### src/rtl/uart_tx_param.sv
// Parametrised UART transmitter with a one-word holding register.
// Frame: start(0), DATA_BITS data LSB first, optional parity, STOP_BITS stop(1).
// Every serial bit is held for CLKS_PER_BIT cycles of UART_clk.
module uart_tx_param #(
    parameter int unsigned DATA_BITS    = 8,
    parameter int unsigned PARITY_MODE  = 1,
    parameter int unsigned STOP_BITS    = 1,
    parameter int unsigned CLKS_PER_BIT = 16
) (
    input  logic                 UART_clk,
    input  logic                 rst,
    input  logic                 tx_start,
    input  logic [DATA_BITS-1:0] data_in,
    output logic                 tx_ready,
    output logic                 tx,
    output logic                 tx_busy,
    output logic                 tx_done_tick
);

    // Reject illegal configurations at elaboration time
    generate
        if (DATA_BITS < 5 || DATA_BITS > 9) begin : g_bad_data_bits
            $error("uart_tx_param: DATA_BITS must be in 5..9");
        end
        if (PARITY_MODE > 2) begin : g_bad_parity_mode
            $error("uart_tx_param: PARITY_MODE must be 0, 1 or 2");
        end
        if (STOP_BITS < 1 || STOP_BITS > 2) begin : g_bad_stop_bits
            $error("uart_tx_param: STOP_BITS must be 1 or 2");
        end
        if (CLKS_PER_BIT < 1) begin : g_bad_clks_per_bit
            $error("uart_tx_param: CLKS_PER_BIT must be at least 1");
        end
    endgenerate

    localparam int unsigned CNT_W = (CLKS_PER_BIT > 1) ? $clog2(CLKS_PER_BIT) : 1;
    localparam int unsigned IDX_W = $clog2(DATA_BITS);

    localparam logic [CNT_W-1:0] CNT_LAST   = CNT_W'(CLKS_PER_BIT - 1);
    localparam logic [IDX_W-1:0] IDX_LAST   = IDX_W'(DATA_BITS - 1);
    localparam logic             STOP_LAST  = 1'(STOP_BITS - 1);
    localparam logic             HAS_PARITY = (PARITY_MODE != 0);
    localparam logic             ODD_PARITY = (PARITY_MODE == 1);

    typedef enum logic [2:0] {
        IDLE   = 3'd0,
        START  = 3'd1,
        DATA   = 3'd2,
        PARITY = 3'd3,
        STOP   = 3'd4
    } state_t;

    // FSM and bit-timing state
    state_t             state;
    state_t             state_n;
    logic [CNT_W-1:0]   bit_cnt;
    logic [CNT_W-1:0]   bit_cnt_n;
    logic [IDX_W-1:0]   data_idx;
    logic [IDX_W-1:0]   data_idx_n;
    logic               stop_idx;
    logic               stop_idx_n;

    // Datapath: shifter holds the frame in flight, hold is the queued word
    logic [DATA_BITS-1:0] shifter;
    logic [DATA_BITS-1:0] shifter_n;
    logic [DATA_BITS-1:0] hold;
    logic [DATA_BITS-1:0] hold_n;
    logic                 hold_valid;
    logic                 hold_valid_n;

    // Control strobes from the next-state logic
    logic accept;
    logic bit_last;
    logic data_last;
    logic stop_last;
    logic load_direct;
    logic load_hold;
    logic hold_load;
    logic frame_end;

    // Next values of the registered outputs
    logic tx_n;
    logic busy_n;
    logic ready_n;
    logic done_n;

    assign accept    = tx_start & tx_ready;
    assign bit_last  = (bit_cnt == CNT_LAST);
    assign data_last = (data_idx == IDX_LAST);
    assign stop_last = (stop_idx == STOP_LAST);

    // State register with bit-period and index counters
    always_ff @(posedge UART_clk or posedge rst) begin
        if (rst) begin
            state    <= IDLE;
            bit_cnt  <= '0;
            data_idx <= '0;
            stop_idx <= 1'b0;
        end else begin
            state    <= state_n;
            bit_cnt  <= bit_cnt_n;
            data_idx <= data_idx_n;
            stop_idx <= stop_idx_n;
        end
    end

    // Next-state logic: bit sequencing and word-load decisions
    always_comb begin
        state_n     = state;
        bit_cnt_n   = '0;
        data_idx_n  = data_idx;
        stop_idx_n  = stop_idx;
        load_direct = 1'b0;
        load_hold   = 1'b0;
        hold_load   = 1'b0;
        frame_end   = 1'b0;

        if (state != IDLE && !bit_last) begin
            bit_cnt_n = bit_cnt + CNT_W'(1);
        end

        // A word accepted while the shifter is occupied is parked in hold
        if (accept && state != IDLE) begin
            hold_load = 1'b1;
        end

        case (state)
            IDLE: begin
                if (hold_valid) begin
                    state_n   = START;
                    load_hold = 1'b1;
                end else if (accept) begin
                    state_n     = START;
                    load_direct = 1'b1;
                end
            end
            START: begin
                if (bit_last) begin
                    state_n    = DATA;
                    data_idx_n = '0;
                end
            end
            DATA: begin
                if (bit_last) begin
                    if (data_last) begin
                        state_n    = HAS_PARITY ? PARITY : STOP;
                        stop_idx_n = 1'b0;
                    end else begin
                        data_idx_n = data_idx + IDX_W'(1);
                    end
                end
            end
            PARITY: begin
                if (bit_last) begin
                    state_n    = STOP;
                    stop_idx_n = 1'b0;
                end
            end
            STOP: begin
                if (bit_last) begin
                    if (stop_last) begin
                        frame_end = 1'b1;
                        if (hold_valid) begin
                            state_n   = START;
                            load_hold = 1'b1;
                        end else begin
                            state_n = IDLE;
                        end
                    end else begin
                        stop_idx_n = 1'b1;
                    end
                end
            end
            default: begin
                state_n = IDLE;
            end
        endcase
    end

    // Next shifter and holding-register contents
    always_comb begin
        shifter_n    = shifter;
        hold_n       = hold;
        hold_valid_n = hold_valid;

        if (load_direct) begin
            shifter_n = data_in;
        end else if (load_hold) begin
            shifter_n    = hold;
            hold_valid_n = 1'b0;
        end

        if (hold_load) begin
            hold_n       = data_in;
            hold_valid_n = 1'b1;
        end
    end

    // Shifter and holding register storage
    always_ff @(posedge UART_clk or posedge rst) begin
        if (rst) begin
            shifter    <= '0;
            hold       <= '0;
            hold_valid <= 1'b0;
        end else begin
            shifter    <= shifter_n;
            hold       <= hold_n;
            hold_valid <= hold_valid_n;
        end
    end

    // Output decode from the upcoming state so tx changes on the same edge as the FSM
    always_comb begin
        tx_n    = 1'b1;
        busy_n  = (state_n != IDLE);
        ready_n = ~hold_valid_n;
        done_n  = frame_end;

        case (state_n)
            START:   tx_n = 1'b0;
            DATA:    tx_n = shifter_n[data_idx_n];
            PARITY:  tx_n = ODD_PARITY ? ~^shifter_n : ^shifter_n;
            default: tx_n = 1'b1;
        endcase
    end

    // Registered outputs; reset drives the line idle-high immediately
    always_ff @(posedge UART_clk or posedge rst) begin
        if (rst) begin
            tx           <= 1'b1;
            tx_ready     <= 1'b1;
            tx_busy      <= 1'b0;
            tx_done_tick <= 1'b0;
        end else begin
            tx           <= tx_n;
            tx_ready     <= ready_n;
            tx_busy      <= busy_n;
            tx_done_tick <= done_n;
        end
    end

endmodule

### config.mk
export PLATFORM = sky130hd
export DESIGN_NAME = uart_tx_param
export DESIGN_NICKNAME = d
export VERILOG_FILES = /design/src/rtl/uart_tx_param.sv
export SDC_FILE = /design/constraint.sdc
export NUM_CORES = 1
export LEC_CHECK = 0
export BUFFER_PORTS_ARGS = -buffer_cell sky130_fd_sc_hd__buf_2
export CAP_MARGIN = 0
export CORE_MARGIN = 8
export CORE_UTILIZATION = 50
export CTS_CLUSTER_DIAMETER = 100
export DETAILED_ROUTE_END_ITERATION = 8
export PLACE_DENSITY = 0.69
export SYNTH_ARGS = -nofsm -noshare
export SYNTH_HDL_FRONTEND = slang
export SYNTH_SLANG_ARGS = --single-unit
### constraint.sdc
create_clock -name UART_clk -period 3.02 [get_ports UART_clk]
set_input_delay 0.151 -clock UART_clk [delete_from_list [all_inputs] [get_ports UART_clk]]
set_output_delay 0.151 -clock UART_clk [all_outputs]
set_load 0.005 [all_outputs]
**Word-level counts from Yosys, hierarchy flattened**

Cells that the tools add are included.

- Flip-flop bits (word level): 32
- Input port bits: 11
- Word-level logic and storage cells: 78

- $add $sub $neg: 2
- Order comparisons: 1
- Equal/unequal tests: 13
- Muxes and demuxes: 40
- Bitwise gates (word level): 2
- Reductions and logical operators: 9

Operator list:

| kind | number |
|---|---|
| $mux 3 | 11 |
| $mux 1 | 20 |
| $mux 8 | 2 |
| $pmux 3 s5 | 1 |
| $eq 3x2->1 const B | 4 |
| $reduce_bool 3->1 | 3 |
| $ne 2x2->1 const B | 4 |
| $reduce_xnor 8->1 | 1 |
| $eq 3x1->1 const B | 2 |
| $eq 3x3->1 const B | 2 |
| $pmux 1 s3 | 2 |
| $pmux 3 s2 | 1 |
| $reduce_and 5->1 | 1 |
| $add 4x1->4 const B | 1 |
| $eq 4x4->1 const B | 1 |
| $lt 3x4->1 const B | 1 |
| $mux 4 | 1 |
| $add 3x1->3 const B | 1 |
| $bmux 1 s3 | 1 |
| $logic_not 3->1 | 1 |
| $logic_and 1x1->1 | 2 |
| $pmux 1 s2 | 1 |
| $and 1x1->1 | 1 |
| $logic_not 1->1 | 1 |
| $not 1->1 | 1 |

**Depth between registers and ports, before layout**

- Depth after elaboration: 9
- Gate-level depth with buffers: 10
- Mapped depth without buffers: 8

**Worst setup path before layout**

Ideal clock, no wire load.

- Kind: reg2reg
- Start: register bit_cnt[0]
- End: register tx
- Library setup time: 0.093 ns
- Arrival time: 2.095 ns
- Slack: 0.832 ns
- Stages on the path, launching flop included: 11
- Path buffers: 2
- Period minus slack after synthesis: 2.188 ns
- Cell sequence: dfrtp_1 ha_1 and3_1 buf_2 clkbuf_1 a2bb2oi_1 a31oi_4 xnor2_1 xnor2_1 xnor2_1 o22ai_1

- Longest elaborated chain between the ends: 8
- Elaborated cells between the ends (all ways): 20
- Classes of those cells: eq/ne: 4; mux: 15; reduce/logical: 1

RTL lines:

| what | line | source |
|---|---|---|
| start, declared | 56 | `logic [CNT_W-1:0] bit_cnt;` |
| start signal, assigned | 101 | `bit_cnt <= bit_cnt_n;` |
| $eq 4x4->1 * | 88 | `assign bit_last = (bit_cnt == CNT_LAST);` |
| $mux 1 * | 160 | `if (bit_last) begin` |
| $pmux 1 s2 * | 127 | `case (state)` |
| $mux 8 * | 188 | `end else if (load_hold) begin` |
| $mux 8 * | 186 | `if (load_direct) begin` |
| via shifter_n[6] | 65 | `logic [DATA_BITS-1:0] shifter_n;` |
| $bmux 1 s3 | 221 | `DATA: tx_n = shifter_n[data_idx_n];` |
| $mux 1 (implied by the code) | 221 |  |
| $pmux 1 s3 * | 219 | `case (state_n)` |
| via tx_n | 82 | `logic tx_n;` |
| end signal, assigned | 235 | `tx <= tx_n;` |
| end, declared | 15 | `output logic tx,` |

The timed path passes the listed nets; every way through them passes the cells marked *. The select of a mux whose other input is x is not followed.
A chain may end at the register's enable or synchronous reset.

**Worst setup path after layout**

- Start: register state[0]
- End: register tx

- Longest elaborated chain between the ends: 7
- Elaborated cells between the ends (all ways): 26
- Classes of those cells: eq/ne: 7; mux: 17; reduce/logical: 2

RTL lines:

| what | line | source |
|---|---|---|
| start, declared | 54 | `state_t state;` |
| start signal, assigned | 100 | `state <= state_n;` |
| $eq 3x3->1 / $logic_not 3->1 (equally long branches) | 127 |  |
| $pmux 1 s2 | 127 |  |
| $mux 8 | 188 |  |
| $mux 8 * | 186 |  |
| via shifter_n[4] | 65 |  |
| $bmux 1 s3 | 221 |  |
| $mux 1 (implied by the code) | 221 |  |
| $pmux 1 s3 * | 219 |  |
| via tx_n | 82 |  |

Marks and branches as above.

==> impl_metrics.json <==
{
  "core_area_um2": 3310,
  "hp-start": "data_in[3]",
  "synth-seq-cells": 31,
  "path_clk_slew_ns": 0.10,
  "wl_per_cell_um": 17.2,
  "start_util_pct": 51.9,
  "crit_fanout": 13,
  "drt_pass1_iterations": 4,
  "port_buffers": 14,
  "synthTopCellsByArea": "dfrtp_1 42%, mux2_1 5.2%, a31oi_2 5.1%",
  "ant_nets": 0,
  "clk_latency_ns": 0.34,
  "p_int_mw": 0.513,
  "worst_slack_ns": 0.416,
  "ys_types": 41,
  "avgSynthCellArea_um2": 10.7,
  "p_sw_share_pct": 22.7,
  "nets": 187,
  "crit_start": "state[0]",
  "ios": 15,
  "grt_pass1_vias": 1351,
  "die_h_um": 74.6,
  "grt_pass1_wl_mm": 6.55,
  "gr-usage-met1_pct": 19.3,
  "required_ns": 3.28,
  "slew_headroom_pct": 23.3,
  "max_cap_violations": 0,
  "end_kind": "flip-flop",
  "synth_edf_count": 0,
  "cts.sinks": 31,
  "synth_most_common_cell": "dfrtp_1",
  "numCtsBuffers": 5,
  "fp-row-count": 21,
  "htreeDepth": 2,
  "final_layout_size_suffix_gt1_share_pct": 20.0,
  "synth_nets": 174,
  "grt-ovfl-total": 0,
  "post-cts-setup-buffers": 0,
  "critPathArrivalTime_ns": 2.86,
  "status": "finished, final reports clean",
  "place_ws_ns": 0.466,
  "p_leak_nw": 0.812,
  "synth_top_area_share_pct": 42.2,
  "hold_buffers": 0,
  "cts_tree": "built",
  "power.density_nw_per_um2": 356,
  "slew_violations": 0,
  "syn_area_um2": 1720,
  "crit_type": "flip-flop to flip-flop",
  "final_core_util_pct": 56.3,
  "top_usage_layer": "met2",
  "grt_max_degree": 32,
  "tightest_slew_ns": 1.15,
  "hp-class": "primary input to flip-flop",
  "gp_congestion": 0.884,
  "post-route-period-util_pct": 86.2,
  "place_hpwl_mm": 2.70,
  "antenna_found_initial": 0,
  "synth_area_leader_cell": "dfrtp_1",
  "period_needed_ns": 2.60,
  "ir_drop_uv": 257,
  "setup_violations": 0,
  "r2r_start": "state[0]",
  "seq_area_frac_synth_pct": 45.3,
  "use_met2_pct": 24.2,
  "cp-start-kind": "flip-flop",
  "wl_mm": 3.79,
  "area_delta_synth_final_pct": 8.45,
  "seqPwrFrac_pct": 62.5,
  "synthFlopType": "dfrtp_1",
  "die_area_um2": 5570,
  "die_x_um": 74.6,
  "clock_skew_ns": 0.0117,
  "cts_buffer_depth": 2,
  "ys.warnings.count": 0,
  "syn_inst": 161,
  "synth_async_sr_flop_share_pct": 100,
  "cts_resized": 0,
  "drt-vias-per-instance": 6.04,
  "synth_common_cells": "29 x dfrtp_1, 15 x nand2_1, 9 x clkbuf_1",
  "drc": 0,
  "antenna_cells": 0,
  "cts_root_buf": "clkbuf_4",
  "p_comb_share_pct": 2.6,
  "fmax_mhz": 384,
  "grt_use_met3_pct": 5.33,
  "drtIter0Drc": 88,
  "grt_usage_pct": 15.5,
  "finalSetupTns_ns": 0,
  "dr_total_vias": 1334,
  "grt_setup_unrepaired": "false",
  "switchingPower_mw": 0.151,
  "pwr-share-clk_pct": 34.9,
  "hold_violations": 0
}
-- logic make-up (layout without fill, tap and decap cells) --
| kind of cell | Yosys count | in the layout | share of synthesized area (%) |
|---|---|---|---|
| buffers and inverters | 18 | 32 | 4.88 |
| AND/OR/NAND/NOR | 47 | 47 | 14.3 |
| XOR/XNOR | 10 | 10 | 5.10 |
| adder cells (fa/ha/maj) | 2 | 2 | 1.46 |
| AO/OA/AOI/OAI | 41 | 41 | 21.3 |
| multiplexers | 12 | 12 | 7.57 |
| flip-flops | 31 | 31 | 45.3 |
-- power by group through the flow --
stage                     combinational, mW  sequential (mW)  clock (mW)
after detailed placement             0.0180            0.423           0
final                                0.0174            0.415       0.232
after CTS                            0.0181            0.415       0.238
after global placement               0.0175            0.423           0
after floorplan                     0.00631            0.423           0
after global routing                 0.0203            0.415       0.256
-- metal layers --
layer | routed length [um] | share of wire (%)
met1 | 1770 | 47
met2 | 1790 | 47
met3 | 166 | 4.4
met5 | 0 | 0
met4 | 61 | 1.6
-- registers in the layout, summed over array words and instances (netlist names), 3 cells and up --
name	flops
state	3
bit_cnt	4
shifter	8
hold	8
data_idx	3
-- placed cells by master (no fill, tap or decap), types with 3 or more instances in the layout --
| cell | n |
|---|---|
| a21oi_1 | 3 |
| buf_2 | 14 |
| a31oi_2 | 7 |
| nand3_1 | 7 |
| mux2_1 | 8 |
| nor2_1 | 5 |
| nand2_1 | 15 |
| clkbuf_1 | 3 |
| o2111ai_1 | 8 |
| xnor2_1 | 7 |
| nor4_1 | 8 |
| inv_1 | 6 |
| xor2_1 | 3 |
| and3_1 | 3 |
| dfrtp_1 | 29 |
| mux2i_1 | 4 |
| clkbuf_4 | 5 |
| a2bb2oi_1 | 8 |
| buf_4 | 4 |
-- cell type report --
class,instances,area (um2)
Clock buffer,8,48.8
Fill cell,307,1450
Inverter,6,22.5
Multi-Input combinational cell,112,856
Sequential cell,31,778
Tap cell,46,57.6
Timing Repair Buffer,18,100
-- per-stage QoR --
step	instance area [um2]	hold WS, ns	std cells	power [mW]
6_report	1860	0.0507	221	0.664
5_1_grt	1860	0.0545	221	0.691
4_1_cts	1860	0.0480	221	0.671
3_5_place_dp	1810	0.395	213	0.441
3_3_place_gp	1810	0.391	213	0.441
2_1_floorplan	1720	0.253	161	0.429
-- critical path, cell delays in order, from the launching register on --
cell     delay (ns)
dfrtp_1        0.50
or3_4          0.51
or3_1          0.58
a31oi_2        0.31
xnor2_1        0.19
xnor2_1        0.12
xnor2_1        0.13
o22ai_1        0.17
-- final timing paths --
kind                               to  slack [ns]  cells past startpoint
min reg2reg                bit_cnt[0]        0.48                      1
max reg2reg                        tx        0.42                      7
max                                tx        0.42                      7
max in group asynchronous          tx        2.18                      3
min in group asynchronous  bit_cnt[2]        0.10                      2
min                           hold[3]        0.05                      2
(Power assumes the default switching activity.)
